===== src/rtl/load_store_unit_pkg.sv =====
// Shared types and helpers for the load/store unit: funct3 size codes,
// FSM state encoding and the access-size decode.
package lsu_pkg;

    localparam logic [2:0] F3_B  = 3'b000;
    localparam logic [2:0] F3_H  = 3'b001;
    localparam logic [2:0] F3_W  = 3'b010;
    localparam logic [2:0] F3_D  = 3'b011;
    localparam logic [2:0] F3_BU = 3'b100;
    localparam logic [2:0] F3_HU = 3'b101;
    localparam logic [2:0] F3_WU = 3'b110;

    typedef enum logic [1:0] {
        ST_IDLE = 2'd0,
        ST_RD   = 2'd1,
        ST_WR   = 2'd2,
        ST_RESP = 2'd3
    } lsu_state_t;

    // Bytes touched by an access; the unsigned variants share size with the signed ones.
    function automatic logic [3:0] access_bytes(input logic [2:0] funct3);
        case (funct3[1:0])
            2'b00:   access_bytes = 4'd1;
            2'b01:   access_bytes = 4'd2;
            2'b10:   access_bytes = 4'd4;
            default: access_bytes = 4'd8;
        endcase
    endfunction

endpackage


===== src/rtl/load_store_unit_if.sv =====
// Request/response handshake from execute plus the doubleword memory port.
// master = execute stage + memory, slave = load/store unit.
interface lsu_if #(parameter int ADDR_W = 64);
    logic              req_valid;
    logic              req_ready;
    logic              req_write;
    logic [2:0]        req_funct3;
    logic [ADDR_W-1:0] req_addr;
    logic [63:0]       req_wdata;
    logic              resp_valid;
    logic [63:0]       resp_rdata;
    logic              resp_err;
    logic              MemRead;
    logic              MemWrite;
    logic [ADDR_W-1:0] mem_addr;
    logic [63:0]       mem_wdata;
    logic [63:0]       mem_rdata;

    modport master (
        output req_valid, req_write, req_funct3, req_addr, req_wdata, mem_rdata,
        input  req_ready, resp_valid, resp_rdata, resp_err,
               MemRead, MemWrite, mem_addr, mem_wdata
    );

    modport slave (
        input  req_valid, req_write, req_funct3, req_addr, req_wdata, mem_rdata,
        output req_ready, resp_valid, resp_rdata, resp_err,
               MemRead, MemWrite, mem_addr, mem_wdata
    );
endinterface


===== src/rtl/load_store_unit_data_align.sv =====
// Byte-lane alignment: load extract/extend, sub-word store merge, misalignment check.
// Latency: purely combinational.
// Backpressure: none; pure function of its inputs.
module lsu_data_align
    import lsu_pkg::*;
(
    input  logic [63:0] hold,
    input  logic [2:0]  offset,
    input  logic [2:0]  funct3,
    input  logic [63:0] wdata,
    output logic [63:0] load_ext,
    output logic [63:0] store_merged,
    output logic        misaligned
);
    logic [3:0]  size;
    logic [2:0]  align_mask;
    logic [5:0]  shamt;
    logic [63:0] field;
    logic [63:0] byte_mask;

    assign size       = access_bytes(funct3);
    assign align_mask = 3'(size - 4'd1);
    assign misaligned = |(offset & align_mask);
    assign shamt      = {offset, 3'b000};
    assign field      = hold >> shamt;

    // A full doubleword mask can't come from the shift (1 << 64 overflows).
    assign byte_mask    = (size == 4'd8) ? '1 : ((64'd1 << {size, 3'b000}) - 64'd1);
    assign store_merged = (hold & ~(byte_mask << shamt)) | ((wdata & byte_mask) << shamt);

    always_comb begin
        load_ext = field;
        case (funct3)
            F3_B:    load_ext = {{56{field[7]}},  field[7:0]};
            F3_H:    load_ext = {{48{field[15]}}, field[15:0]};
            F3_W:    load_ext = {{32{field[31]}}, field[31:0]};
            F3_BU:   load_ext = {56'd0, field[7:0]};
            F3_HU:   load_ext = {48'd0, field[15:0]};
            F3_WU:   load_ext = {32'd0, field[31:0]};
            default: load_ext = field;
        endcase
    end
endmodule


===== src/rtl/load_store_unit.sv =====
// Single-outstanding load/store initiator with read-modify-write for sub-word stores.
// Latency: error 1, load 2, SD 2, SB/SH/SW 3 cycles from acceptance to resp_valid.
// Backpressure: req_ready only in IDLE; response is a one-cycle pulse, never stalled.
module load_store_unit
    import lsu_pkg::*;
#(
    parameter int ADDR_W = 64
) (
    input  logic clk,
    input  logic rst,
    lsu_if.slave bus
);
    typedef struct packed {
        logic              write;
        logic [2:0]        funct3;
        logic [ADDR_W-1:0] addr;
        logic [63:0]       wdata;
    } req_t;

    lsu_state_t  state, state_nxt;
    req_t        req_q;
    logic [63:0] hold;
    logic [63:0] resp_rdata_q;
    logic        resp_err_q;

    logic        accept;
    logic        illegal;
    logic        req_err;
    logic [2:0]  al_offset;
    logic [2:0]  al_funct3;
    logic [63:0] al_hold;
    logic [63:0] load_ext;
    logic [63:0] store_merged;
    logic        misaligned;

    // In IDLE the aligner checks the incoming request; afterwards it works on the latched one.
    // During RD the live memory word is used so the load result is ready at the RD->RESP edge.
    assign al_offset = (state == ST_IDLE) ? bus.req_addr[2:0] : req_q.addr[2:0];
    assign al_funct3 = (state == ST_IDLE) ? bus.req_funct3    : req_q.funct3;
    assign al_hold   = (state == ST_RD)   ? bus.mem_rdata     : hold;

    lsu_data_align u_align (
        .hold         (al_hold),
        .offset       (al_offset),
        .funct3       (al_funct3),
        .wdata        (req_q.wdata),
        .load_ext     (load_ext),
        .store_merged (store_merged),
        .misaligned   (misaligned)
    );

    assign bus.req_ready = (state == ST_IDLE) && !rst;
    assign accept        = bus.req_valid && bus.req_ready;
    assign illegal       = bus.req_write ? bus.req_funct3[2] : (bus.req_funct3 == 3'b111);
    assign req_err       = illegal || misaligned;

    always_comb begin
        state_nxt = state;
        case (state)
            ST_IDLE: if (accept) begin
                if (req_err)
                    state_nxt = ST_RESP;
                else if (bus.req_write && bus.req_funct3 == F3_D)
                    state_nxt = ST_WR;
                else
                    state_nxt = ST_RD;
            end
            ST_RD:   state_nxt = req_q.write ? ST_WR : ST_RESP;
            ST_WR:   state_nxt = ST_RESP;
            default: state_nxt = ST_IDLE;
        endcase
    end

    always_ff @(posedge clk or posedge rst) begin
        if (rst) begin
            state        <= ST_IDLE;
            req_q        <= '0;
            hold         <= '0;
            resp_rdata_q <= '0;
            resp_err_q   <= 1'b0;
        end else begin
            state        <= state_nxt;
            resp_rdata_q <= '0;
            resp_err_q   <= 1'b0;
            if (accept) begin
                req_q <= '{write: bus.req_write, funct3: bus.req_funct3,
                           addr: bus.req_addr, wdata: bus.req_wdata};
                resp_err_q <= req_err;
            end
            if (state == ST_RD) begin
                hold <= bus.mem_rdata;
                if (!req_q.write)
                    resp_rdata_q <= load_ext;
            end
        end
    end

    // Enables are gated by rst so an in-flight write is withdrawn before the next edge.
    assign bus.MemRead    = (state == ST_RD) && !rst;
    assign bus.MemWrite   = (state == ST_WR) && !rst;
    assign bus.mem_addr   = (bus.MemRead || bus.MemWrite) ? {req_q.addr[ADDR_W-1:3], 3'b000} : '0;
    assign bus.mem_wdata  = bus.MemWrite ? store_merged : '0;
    assign bus.resp_valid = (state == ST_RESP);
    assign bus.resp_rdata = resp_rdata_q;
    assign bus.resp_err   = resp_err_q;
endmodule


===== src/flat_wrapper.sv =====
// flat-port wrapper written by rule: the top's interface ports become plain ports
module load_store_unit_flat import lsu_pkg::*;
#(
    parameter int ADDR_W = 64
)
  (clk, rst, bus_req_valid, bus_req_write, bus_req_funct3, bus_req_addr, bus_req_wdata, bus_mem_rdata, bus_req_ready, bus_resp_valid, bus_resp_rdata, bus_resp_err, bus_MemRead, bus_MemWrite, bus_mem_addr, bus_mem_wdata);
  lsu_if #(.ADDR_W(ADDR_W)) bus_i ();
  input  logic clk;
  input  logic rst;
  input wire logic [$bits(bus_i.req_valid)-1:0] bus_req_valid;
  input wire logic [$bits(bus_i.req_write)-1:0] bus_req_write;
  input wire logic [$bits(bus_i.req_funct3)-1:0] bus_req_funct3;
  input wire logic [$bits(bus_i.req_addr)-1:0] bus_req_addr;
  input wire logic [$bits(bus_i.req_wdata)-1:0] bus_req_wdata;
  input wire logic [$bits(bus_i.mem_rdata)-1:0] bus_mem_rdata;
  output wire logic [$bits(bus_i.req_ready)-1:0] bus_req_ready;
  output wire logic [$bits(bus_i.resp_valid)-1:0] bus_resp_valid;
  output wire logic [$bits(bus_i.resp_rdata)-1:0] bus_resp_rdata;
  output wire logic [$bits(bus_i.resp_err)-1:0] bus_resp_err;
  output wire logic [$bits(bus_i.MemRead)-1:0] bus_MemRead;
  output wire logic [$bits(bus_i.MemWrite)-1:0] bus_MemWrite;
  output wire logic [$bits(bus_i.mem_addr)-1:0] bus_mem_addr;
  output wire logic [$bits(bus_i.mem_wdata)-1:0] bus_mem_wdata;
  assign bus_i.req_valid = bus_req_valid;
  assign bus_i.req_write = bus_req_write;
  assign bus_i.req_funct3 = bus_req_funct3;
  assign bus_i.req_addr = bus_req_addr;
  assign bus_i.req_wdata = bus_req_wdata;
  assign bus_i.mem_rdata = bus_mem_rdata;
  assign bus_req_ready = bus_i.req_ready;
  assign bus_resp_valid = bus_i.resp_valid;
  assign bus_resp_rdata = bus_i.resp_rdata;
  assign bus_resp_err = bus_i.resp_err;
  assign bus_MemRead = bus_i.MemRead;
  assign bus_MemWrite = bus_i.MemWrite;
  assign bus_mem_addr = bus_i.mem_addr;
  assign bus_mem_wdata = bus_i.mem_wdata;
  load_store_unit #(.ADDR_W(ADDR_W)) u_core (.clk(clk), .rst(rst), .bus(bus_i));
endmodule

===== config.mk =====
export PLATFORM = sky130hd
export DESIGN_NAME = load_store_unit_flat
export DESIGN_NICKNAME = d
export VERILOG_FILES = /design/src/rtl/load_store_unit_pkg.sv /design/src/rtl/load_store_unit_if.sv /design/src/rtl/load_store_unit_data_align.sv /design/src/rtl/load_store_unit.sv /design/src/flat_wrapper.sv
export SDC_FILE = /design/constraint.sdc
export NUM_CORES = 1
export LEC_CHECK = 0
export ABC_AREA = 1
export ABC_CLOCK_PERIOD_IN_PS = 29400
export CAP_MARGIN = 30
export CORE_MARGIN = 1.5
export CORE_UTILIZATION = 54
export DETAILED_ROUTE_END_ITERATION = 6
export MAX_ROUTING_LAYER = met4
export PLACE_DENSITY = 0.86
export SLEW_MARGIN = 10
export SYNTH_ARGS = -nofsm -noshare
export SYNTH_HDL_FRONTEND = slang
export SYNTH_SLANG_ARGS = --single-unit

===== constraint.sdc =====
create_clock -name clk -period 29.4 [get_ports clk]
set_input_delay 5.88 -clock clk [delete_from_list [all_inputs] [get_ports clk]]
set_output_delay 5.88 -clock clk [all_outputs]
set_load 0.02 [all_outputs]

Word level (Yosys, flattened, before mapping)

Cells that the tools add are included.

Flip-flop bits (word level): 263
Bits of input ports: 199
Output and inout bits: 197
Logic and storage cells: 62

Add/sub/neg operators: 2
Equal/unequal tests: 14
Shift-type cells: 4
Muxes and demuxes: 17
Bitwise operators: 5
Reductions and logical operators: 12

Operators by type and width:

| cell                    | count |
|---|---|
| $mux W64                | 6 |
| $pmux W64 S6            | 1 |
| $and A64 B64 Y64        | 2 |
| $shl A64 B6 Y64         | 2 |
| $not A64 Y64            | 1 |
| $or A64 B64 Y64         | 1 |
| $shl A1 B7 Y64 const A  | 1 |
| $shr A64 B6 Y64         | 1 |
| $sub A64 B1 Y64 const B | 1 |
| $eq A3 B3 Y1 const B    | 4 |
| $pmux W4 S3             | 1 |
| $eq A2 B2 Y1 const B    | 3 |
| $eq A3 B2 Y1 const B    | 2 |
| $mux W2                 | 3 |
| $mux W3                 | 2 |
| $pmux W2 S3             | 1 |
| $logic_and A1 B1 Y1     | 5 |
| $eq A2 B1 Y1 const B    | 2 |
| $eq A4 B4 Y1 const B    | 1 |
| $logic_not A2 Y1        | 2 |
| $and A3 B3 Y3           | 1 |
| $eq A3 B1 Y1 const B    | 1 |
| $logic_not A3 Y1        | 1 |
| $mux W1                 | 3 |
| 5 further kinds         | 6 |

Logic depth before layout (Yosys ltp)

Gate-level depths: netlist (run 1).

Depth in word-level cells: 12
Gate-level depth with buffers: 16
Depth with buffers taken out: 14

Hierarchy

Synthesis (run 1) repeated with hierarchy kept, for this count alone.

Cell total of the unflattened synthesis: 2288
Area total of the unflattened synthesis: 15486.1 µm²

By module, submodules not included:

| module          | times used | cells an instance | area an instance (µm²) | sequential area each (µm²) |
|---|---|---|---|---|
| load_store_unit | 1          | 1287              | 10777.8                | 6581.3 |
| lsu_data_align  | 1          | 1001              | 4708.3                 | 0.0 |

Worst setup path after synthesis (run 1)

Ideal clock, no wire load.

Kind: input -> output
From: input rst
To: output bus_mem_wdata[47]
Data arrival time: 13.097 ns
Data required time: 23.520 ns
Slack: 10.423 ns
Stages on the path: 6
Path buffers: 1
Path through: inv_1 nand2_1 clkinv_1 clkbuf_1 nand2_1 inv_1

Cells in the longest elaborated chain, start to end: 3

Ends and longest elaborated chain:

| item                   | RTL line               | source |
|---|---|---|
| start: declaration     | flat_wrapper.sv:9      | `input logic rst;` |
| $logic_not A1 Y1       | load_store_unit.sv:100 | `assign bus.MemWrite = (state == ST_WR) && !rst;` |
| $logic_and A1 B1 Y1    | load_store_unit.sv:100 |  |
| named net bus_MemWrite | flat_wrapper.sv:21     | `output wire logic [$bits(bus_i.MemWrite)-1:0] bus_MemWrite;` |
| $mux W64               | load_store_unit.sv:102 | `assign bus.mem_wdata = bus.MemWrite ? store_merged : '0;` |
| end: declaration       | flat_wrapper.sv:23     | `output wire logic [$bits(bus_i.mem_wdata)-1:0] bus_mem_wdata;` |

The timed path passes the listed nets, and every way through them passes these cells.

Worst setup path after layout (run 1)

From: input bus_req_funct3[1]
To: output bus_mem_wdata[17]

Cells in the longest elaborated chain, start to end: 11
Elaborated cells on any way between the ends: 16
Those cells by class: 1 x add/sub; 3 x eq/ne; 3 x shift; 4 x mux; 4 x bitwise; 1 x reduce/logical

Ends and longest elaborated chain:

| item                                 | RTL line                         | source |
|---|---|---|
| start: declaration                   | flat_wrapper.sv:12               | `input wire logic [$bits(bus_i.req_funct3)-1:0] bus_req_funct3;` |
| $mux W3 (*)                          | load_store_unit.sv:39            | `assign al_funct3 = (state == ST_IDLE) ? bus.req_funct3 : req_q.funct3;` |
| $eq A2 B2 Y1 (tied with other cells) | load_store_unit_pkg.sv:22        | `case (funct3[1:0])` |
| $pmux W4 S3 (*)                      | load_store_unit_pkg.sv:22        |  |
| $shl A1 B7 Y64                       | load_store_unit_data_align.sv:28 | `assign byte_mask = (size == 4'd8) ? '1 : ((64'd1 << {size, 3'b000}) - 64'd1);` |
| $sub A64 B1 Y64                      | load_store_unit_data_align.sv:28 |  |
| $mux W64 (*)                         | load_store_unit_data_align.sv:28 |  |
| $shl A64 B6 Y64                      | load_store_unit_data_align.sv:29 | `assign store_merged = (hold & ~(byte_mask << shamt)) \| ((wdata & byte_mask) << shamt);` |
| $not A64 Y64                         | load_store_unit_data_align.sv:29 |  |
| $and A64 B64 Y64                     | load_store_unit_data_align.sv:29 |  |
| $or A64 B64 Y64 (*)                  | load_store_unit_data_align.sv:29 |  |
| $mux W64 (*)                         | load_store_unit.sv:102           |  |

Every way passes the cells marked *; elsewhere a longest branch is shown, timed or not.

==> summary.md, run 1 <==
| Metric | Value |
|---|---|
| Io pins | 396 |
| Crit. End Element | output port |
| DRT Pass-1 Iters | 7 |
| Setup bufs post-CTS | 0 |
| CP dominant cell by count | nand2_1 |
| CP startpoint kind | input pin |
| CP Cell Sequence | clkdlybuf4s50_1 -> nand2_1 -> nand2_2 -> inv_2 -> nand2_1 -> buf_6 -> nand3_1 -> nand2_1 -> nand2_1 -> nand2_1 -> a21oi_1 -> clkdlybuf4s50_1 |
| Worst EP required | 23.52 ns |
| Core ar. | 27700 µm² |
| Clock Skew | 0.0258 ns |
| # setup viols final | 0 |
| Slowest CP cell | clkdlybuf4s50_1 |
| Worst-path clk slew | 0.06 ns |
| Hold Fails Final Rpt | 0 |
| Die Wd | 170 µm |
| Die Y | 170 µm |
| Max Clk Rate | 0.0640 GHz |
| Post-cts gate resize count | 0 |
| Synth top area share | 43.5% |
| Most frequent cell after synthesis | nand2_1 |
| Mapped Area | 15100 µm² |
| Sequential fraction of the synthesis area | 43.5% |
| Worst-Margin Slew | 1.01 ns |
| Clock latency on the worst-skew pair | 0.57 ns |
| Pwr Density | 139 nW/µm² |
| FP Rows | 61 |
| Initial antenna violation count | 1 |
| Post-synthesis average cell area | 6.81 µm² |
| Inserted Clock Buffers | 28 |
| Initial DRC count | 1929 |
| Period Utilization, post-route | 53.1% |
| Final setup TNS | 0 ns |
| Crit path DAT | 9.74 ns |
| I/O Buffers | 392 |
| Post-synthesis register bit count | 263 |
| Layout Nets | 2748 |
| Worst setup path class | input pin to output port |
| CTS Sinks | 263 |
| Layout Area Growth over Synthesis | 34.1% |
| Hpwl dp | 43300 µm |
| Most frequent cells after synthesis | nand2_1, nand3_1, dfrtp_1 |
| Max-cap viol count | 0 |
| Vias in the first global route | 16.1k |
| Number of synthesized flops with an enable pin | 0 |
| Overflow after GRT | 0 |
| Final core occ | 73.3% |
| Post-synth ARST share | 100% |
| DRC | 5 |
| Primary FF master, synth | dfrtp_1 |
| Reg2reg setup slack | 25.01 ns |
| H-tree depth | 1 |
| Gr usage total | 42.2% |
| Initial Utilization | 54.6% |
| Post-DRT Antenna Nets | 0 |
| First-pass GRT wire length | 90100 µm |
| Top cell type by total area after synthesis | dfrtp_1 |
| Fillers | 2169 |
| Hold Crit Class | flop to flop |
| Leak | 9.87 nW |
| Routed len/inst | 20.3 µm |
| Yosys cell types | 30 |
| CTS Buffer Depth | 3 |
| Ranking of synthesized cells by area | dfrtp_1, nand2_1, nand3_1 |
| Highest net fanout along the worst path | 25 |
| Post-Route WL | 59900 µm |
| Die area | 29100 µm² |
| Outcome | finished with violations |
| Min cycle time layout | 15.62 ns |
| Hold_buf cts | 0 |
| Biggest cell delay along the critical path | 0.71 ns |
| Max-slew violations | 0 |
| Relative slew slack | 32.9% |
| TritonCTS clock tree | yes |
| Synthesis warning total | 0 |
| Final GP Congestion | 1.01 |
| Largest net degree at the start of global routing | 120 |
| Violated checks | DRC |
| Share of layout cells above drive strength 1 | 5.14% |
| Vias per std cell | 5.67 |
| DR vias | 16.7k |
| Peak supply drop | 0.0000825 V |
| Post-Synthesis Cells | 2224 |
| Root Driver | clkbuf_16 |
| RSZ-0062 raised after global routing | false |
[where the power goes]
part	total, mW	switching (mW)	internal [mW]	leakage [nW]
registers	0.612	0.0828	0.530	3.32
clock network	0.387	0.155	0.232	0.488
logic	1.82	1.25	0.574	6.06
[through the flow]
step	cells	worst slack, ns	area (µm²)	total power [mW]	hold WS [ns]
2_1_floorplan	2226	10.42	15100	1.73	0.449
3_3_place_gp	2886	13.68	19100	2.32	0.465
3_5_place_dp	2888	13.62	19200	2.36	0.468
4_1_cts	2939	13.62	20200	2.76	0.490
5_1_grt	2945	13.65	20300	2.99	0.514
6_report	2945	13.78	20300	2.82	0.490
[state kept, by name, summed over array words and instances (netlist names)]
name,count
u_core.req_q,132
u_core.bus.resp_rdata,64
u_core.hold,64
u_core.state,2
u_core.bus.resp_err,1
[path summary, 6_finish.rpt]
check / endpoint / startpoint / depth (start not counted)
max: bus_mem_wdata[17] / bus_req_funct3[1] / 12
min: u_core.req_q[129] / u_core.req_q[129] / 2
max reg2reg: u_core.bus.resp_rdata[41] / u_core.state[0] / 13
min reg2reg: u_core.req_q[129] / u_core.req_q[129] / 2
max in group asynchronous: u_core.req_q[54] / rst / 6
min in group asynchronous: u_core.state[0] / rst / 2
[cell usage in the layout (no fill, tap or decap), types with 2 or more instances in the layout]
cell             synthesis  layout
nand2_1                801     800
clkdlybuf4s50_1          0     392
nand3_1                310     310
dfrtp_1                263     263
inv_1                  212     211
nor2_1                 160     159
o21ai_0                159     156
a21oi_1                 64      64
buf_4                    7      34
o211ai_1                30      30
clkbuf_16                0      28
o21a_1                  14      14
or2_2                   14      14
o21ai_1                 10      12
nand2_2                  5       6
nor2_2                   5       5
nand3_2                  5       5
or2_0                    5       5
bufinv_16                0       5
clkbuf_8                 0       5
or2_1                    4       4
clkbuf_1                47       4
buf_16                   0       4
inv_2                    3       3
nor2_4                   2       3
o21ai_4                  1       3
ha_1                     4       3
conb_1                   1       3
clkinv_2                 0       3
o21ai_2                  3       2
nor3_1                   2       2
clkinvlp_4               0       2
clkinv_4                 0       2
[cell type report]
type                            instances  area [µm²]  area share [%]
Sequential cell                       263        6580            32.4
Multi-Input combinational cell       1602        7090            34.9
Timing Repair Buffer                  433        4330            21.3
Clock inverter                         14         223            1.10
Clock buffer                           37         785            3.86
Tap cell                              378         473            2.33
Inverter                              217         825            4.06
Antenna cell                            1        2.50          0.0123
[worst max-delay path, delay by kind of cell]
kind            cells  cell delay, ns
buf+inv             4            1.96
compound gates      1            0.48
simple gates        7            1.38
[per-layer routing]
metal	wire length [µm]	share of wire (%)	GRT usage [%]
met5	0	0	-
met4	4060	6.8	25.5
met3	5300	8.8	6.26
met2	28600	48	68.8
met1	21900	37	49.7
[logic make-up after synthesis]
group	count (synthesis)	synth area share, %
and+or+nand+nor	1314	36.0
AOI/OAI and AO/OA	281	10.2
adders and majority gates	4	0.331
DFF	263	43.5
buffers and inverters	361	9.99
other	1	0.0248
No activity file was read; power rests on OpenSTA's default activity.
==> run 2, diff against run 1 <==
Settings changed: ABC_CLOCK_PERIOD_IN_PS 29400 to 15750, CORE_UTILIZATION 54 to 50, PLACE_DENSITY 0.86 to 0.81.
Clock period 29.4 ns to 15.75 ns, I/O delays scaled along.
==> run 2 against run 1 <==
Compared with the run above:
- the flow now finishes without violations
- critical path depth decreased by 1
- die area rose by 7.9%
- global-route usage down 3.1 points
- sequential power is 86% higher
- design area is 0.63% lower
- utilization decreased by 5.4 points
- critical path type unchanged
- critical endpoint is now bus_mem_wdata[16]
- largest cell class unchanged
==> summary.md, run 2 (synthesized netlist as in run 1, its figures left out) <==
| Metric | Value |
|---|---|
| Largest Register | u_core.req_q |
| Slowest CP cell | nand2_1 |
| Worst-Margin Slew | 1.05 ns |
| Period Utilization, post-route | 66.2% |
| Final GP Congestion | 1.01 |
| CTS Buffer Depth | 3 |
| Die Y | 177 µm |
| Vias in the first global route | 15.8k |
| Initial DRC count | 2226 |
| Max Clk Rate | 0.0959 GHz |
| Hold Path Cell Cnt | 2 |
| Hold Path Sink | u_core.req_q[56] |
| Overflow after GRT | 0 |
| Most frequent cells in the layout | nand2_1, clkdlybuf4s50_1, nand3_1, dfrtp_1, inv_1 |
| Die area | 31300 µm² |
| R2r startpoint | u_core.state[0] |
| CP dominant cell by count | nand2_1 |
| FP Rows | 63 |
| TritonCTS clock tree | yes |
| Worst setup margin | 5.32 ns |
| Setup bufs post-CTS | 0 |
| Max-cap viol count | 0 |
| Hpwl dp | 43700 µm |
| DR vias | 16.4k |
| Outcome | finished, final reports clean |
| Worst reg2reg path depth | 12 |
| Initial Utilization | 50.9% |
| Layout Nets | 2745 |
| Vias per std cell | 5.56 |
| Routed len/inst | 20.3 µm |
| Root Driver | clkbuf_16 |
| Post-DRT Antenna Nets | 0 |
| Layout Area Growth over Synthesis | 33.2% |
| Peak supply drop | 0.000176 V |
| CP Cell Sequence | clkdlybuf4s50_1 -> nand2_1 -> nand2_2 -> inv_2 -> nand2_1 -> nand3_1 -> nand2_1 -> nand2_1 -> nand2_1 -> a21oi_1 -> clkdlybuf4s50_1 |
| Die Wd | 177 µm |
| Reg-to-reg endpoint | u_core.bus.resp_rdata[61] |
| Crit path DAT | 7.28 ns |
| Worst EP required | 12.60 ns |
| Hold_buf cts | 0 |
| Inserted Clock Buffers | 28 |
| DRT Pass-1 Iters | 6 |
| Placed Instance Area | 19200 µm² |
| Pwr Density | 257 nW/µm² |
| Clock latency on the worst-skew pair | 0.56 ns |
| I/O Buffers | 392 |
| # setup viols final | 0 |
| PnR Total Power | 5.19 mW |
| Io pins | 396 |
| Post-Route WL | 60000 µm |
| Fillers | 2563 |
| Highest net fanout along the worst path | 25 |
| Hold Fails Final Rpt | 0 |
| CP startpoint kind | input pin |
| Critical path origin | bus_req_funct3[1] |
| Post-cts gate resize count | 0 |
| Biggest cell delay along the critical path | 0.76 ns |
| Worst Hold Launch | u_core.req_q[56] |
| Final setup TNS | 0 ns |
| RSZ-0062 raised after global routing | false |
| H-tree depth | 1 |
| Dpl ws | 5.47 ns |
| Post-route cell area | 20200 µm² |
| Initial antenna violation count | 3 |
| First-pass GRT wire length | 90300 µm |
| DRC | 0 |
| Share of layout cells above drive strength 1 | 5.00% |
| Crit. End Element | output port |
| Hold Crit Class | flop to flop |
| Core ar. | 29700 µm² |
| Reg2reg setup slack | 10.93 ns |
| Worst setup path class | input pin to output port |
| Max reg flops | 132 |
| CTS Sinks | 263 |
| Gr usage total | 39.1% |
| Relative slew slack | 30.1% |
| Min cycle time layout | 10.43 ns |
| Largest net degree at the start of global routing | 114 |
| Commonest non-fill, non-tap cell in the layout | nand2_1 |
| Worst-path clk slew | 0.06 ns |
| Max-slew violations | 0 |
| Leak | 9.80 nW |
| Clock Skew | 0.0178 ns |
-- run 2: cell types whose count changed in the layout (fill, tap and decap cells not counted), moves of 2 or more --
cell and delta:
clkinv_4 -2, o21ai_0 +3, bufinv_16 -5, o21ai_1 -3
diode_2 +2, clkbuf_8 +4, clkinv_2 +3
-- run 2: stage by stage --
stage / hold slack [ns] / instances / util (%)
floorplan: 0.449 / 2226 / -
global route: 0.501 / 2954 / 67.9
global placement: 0.465 / 2897 / 64.4
finish: 0.488 / 2954 / 67.9
CTS: 0.486 / 2948 / 67.6
detailed placement: 0.471 / 2899 / 64.5
-- run 2: layout make-up --
| cell class | count | area (µm²) | share of cell area (%) |
|---|---|---|---|
| Timing Repair Buffer | 430 | 4280 | 21.2 |
| Inverter | 217 | 825 | 4.09 |
| Clock buffer | 41 | 861 | 4.27 |
| Sequential cell | 263 | 6580 | 32.6 |
| Multi-Input combinational cell | 1602 | 7090 | 35.1 |
| Clock inverter | 8 | 45.0 | 0.223 |
| Tap cell | 390 | 488 | 2.42 |
| Antenna cell | 3 | 7.51 | 0.0372 |
-- run 2: critical path: cells and delay by family --
family / cells / cell delay, ns
AND/OR/NAND/NOR: 7 / 2.02
buffers and inverters: 3 / 1.69
AO/OA/AOI/OAI: 1 / 0.40
-- run 2: worst max-delay path by stage --
stage	endpoint	cells past startpoint
after floorplan	bus_mem_wdata[47]	6
after global placement	bus_mem_wdata[16]	11
after detailed placement	bus_mem_wdata[18]	11
after CTS	bus_mem_wdata[18]	11
after global routing	bus_mem_wdata[19]	11
final	bus_mem_wdata[16]	11
-- run 2: metal layers --
layer,share of wire [%],track usage (%),vias to the layer above
met5,0,-,-
met4,5.5,19.5,0
met3,8.7,5.95,172
met2,47,62.9,944
met1,38,48.0,7664
li1,-,-,7659
-- run 2: where the power goes --
group	internal [mW]	switching, mW
clock	0.375	0.278
sequential	0.989	0.156
combinational	1.07	2.32
total	2.43	2.76
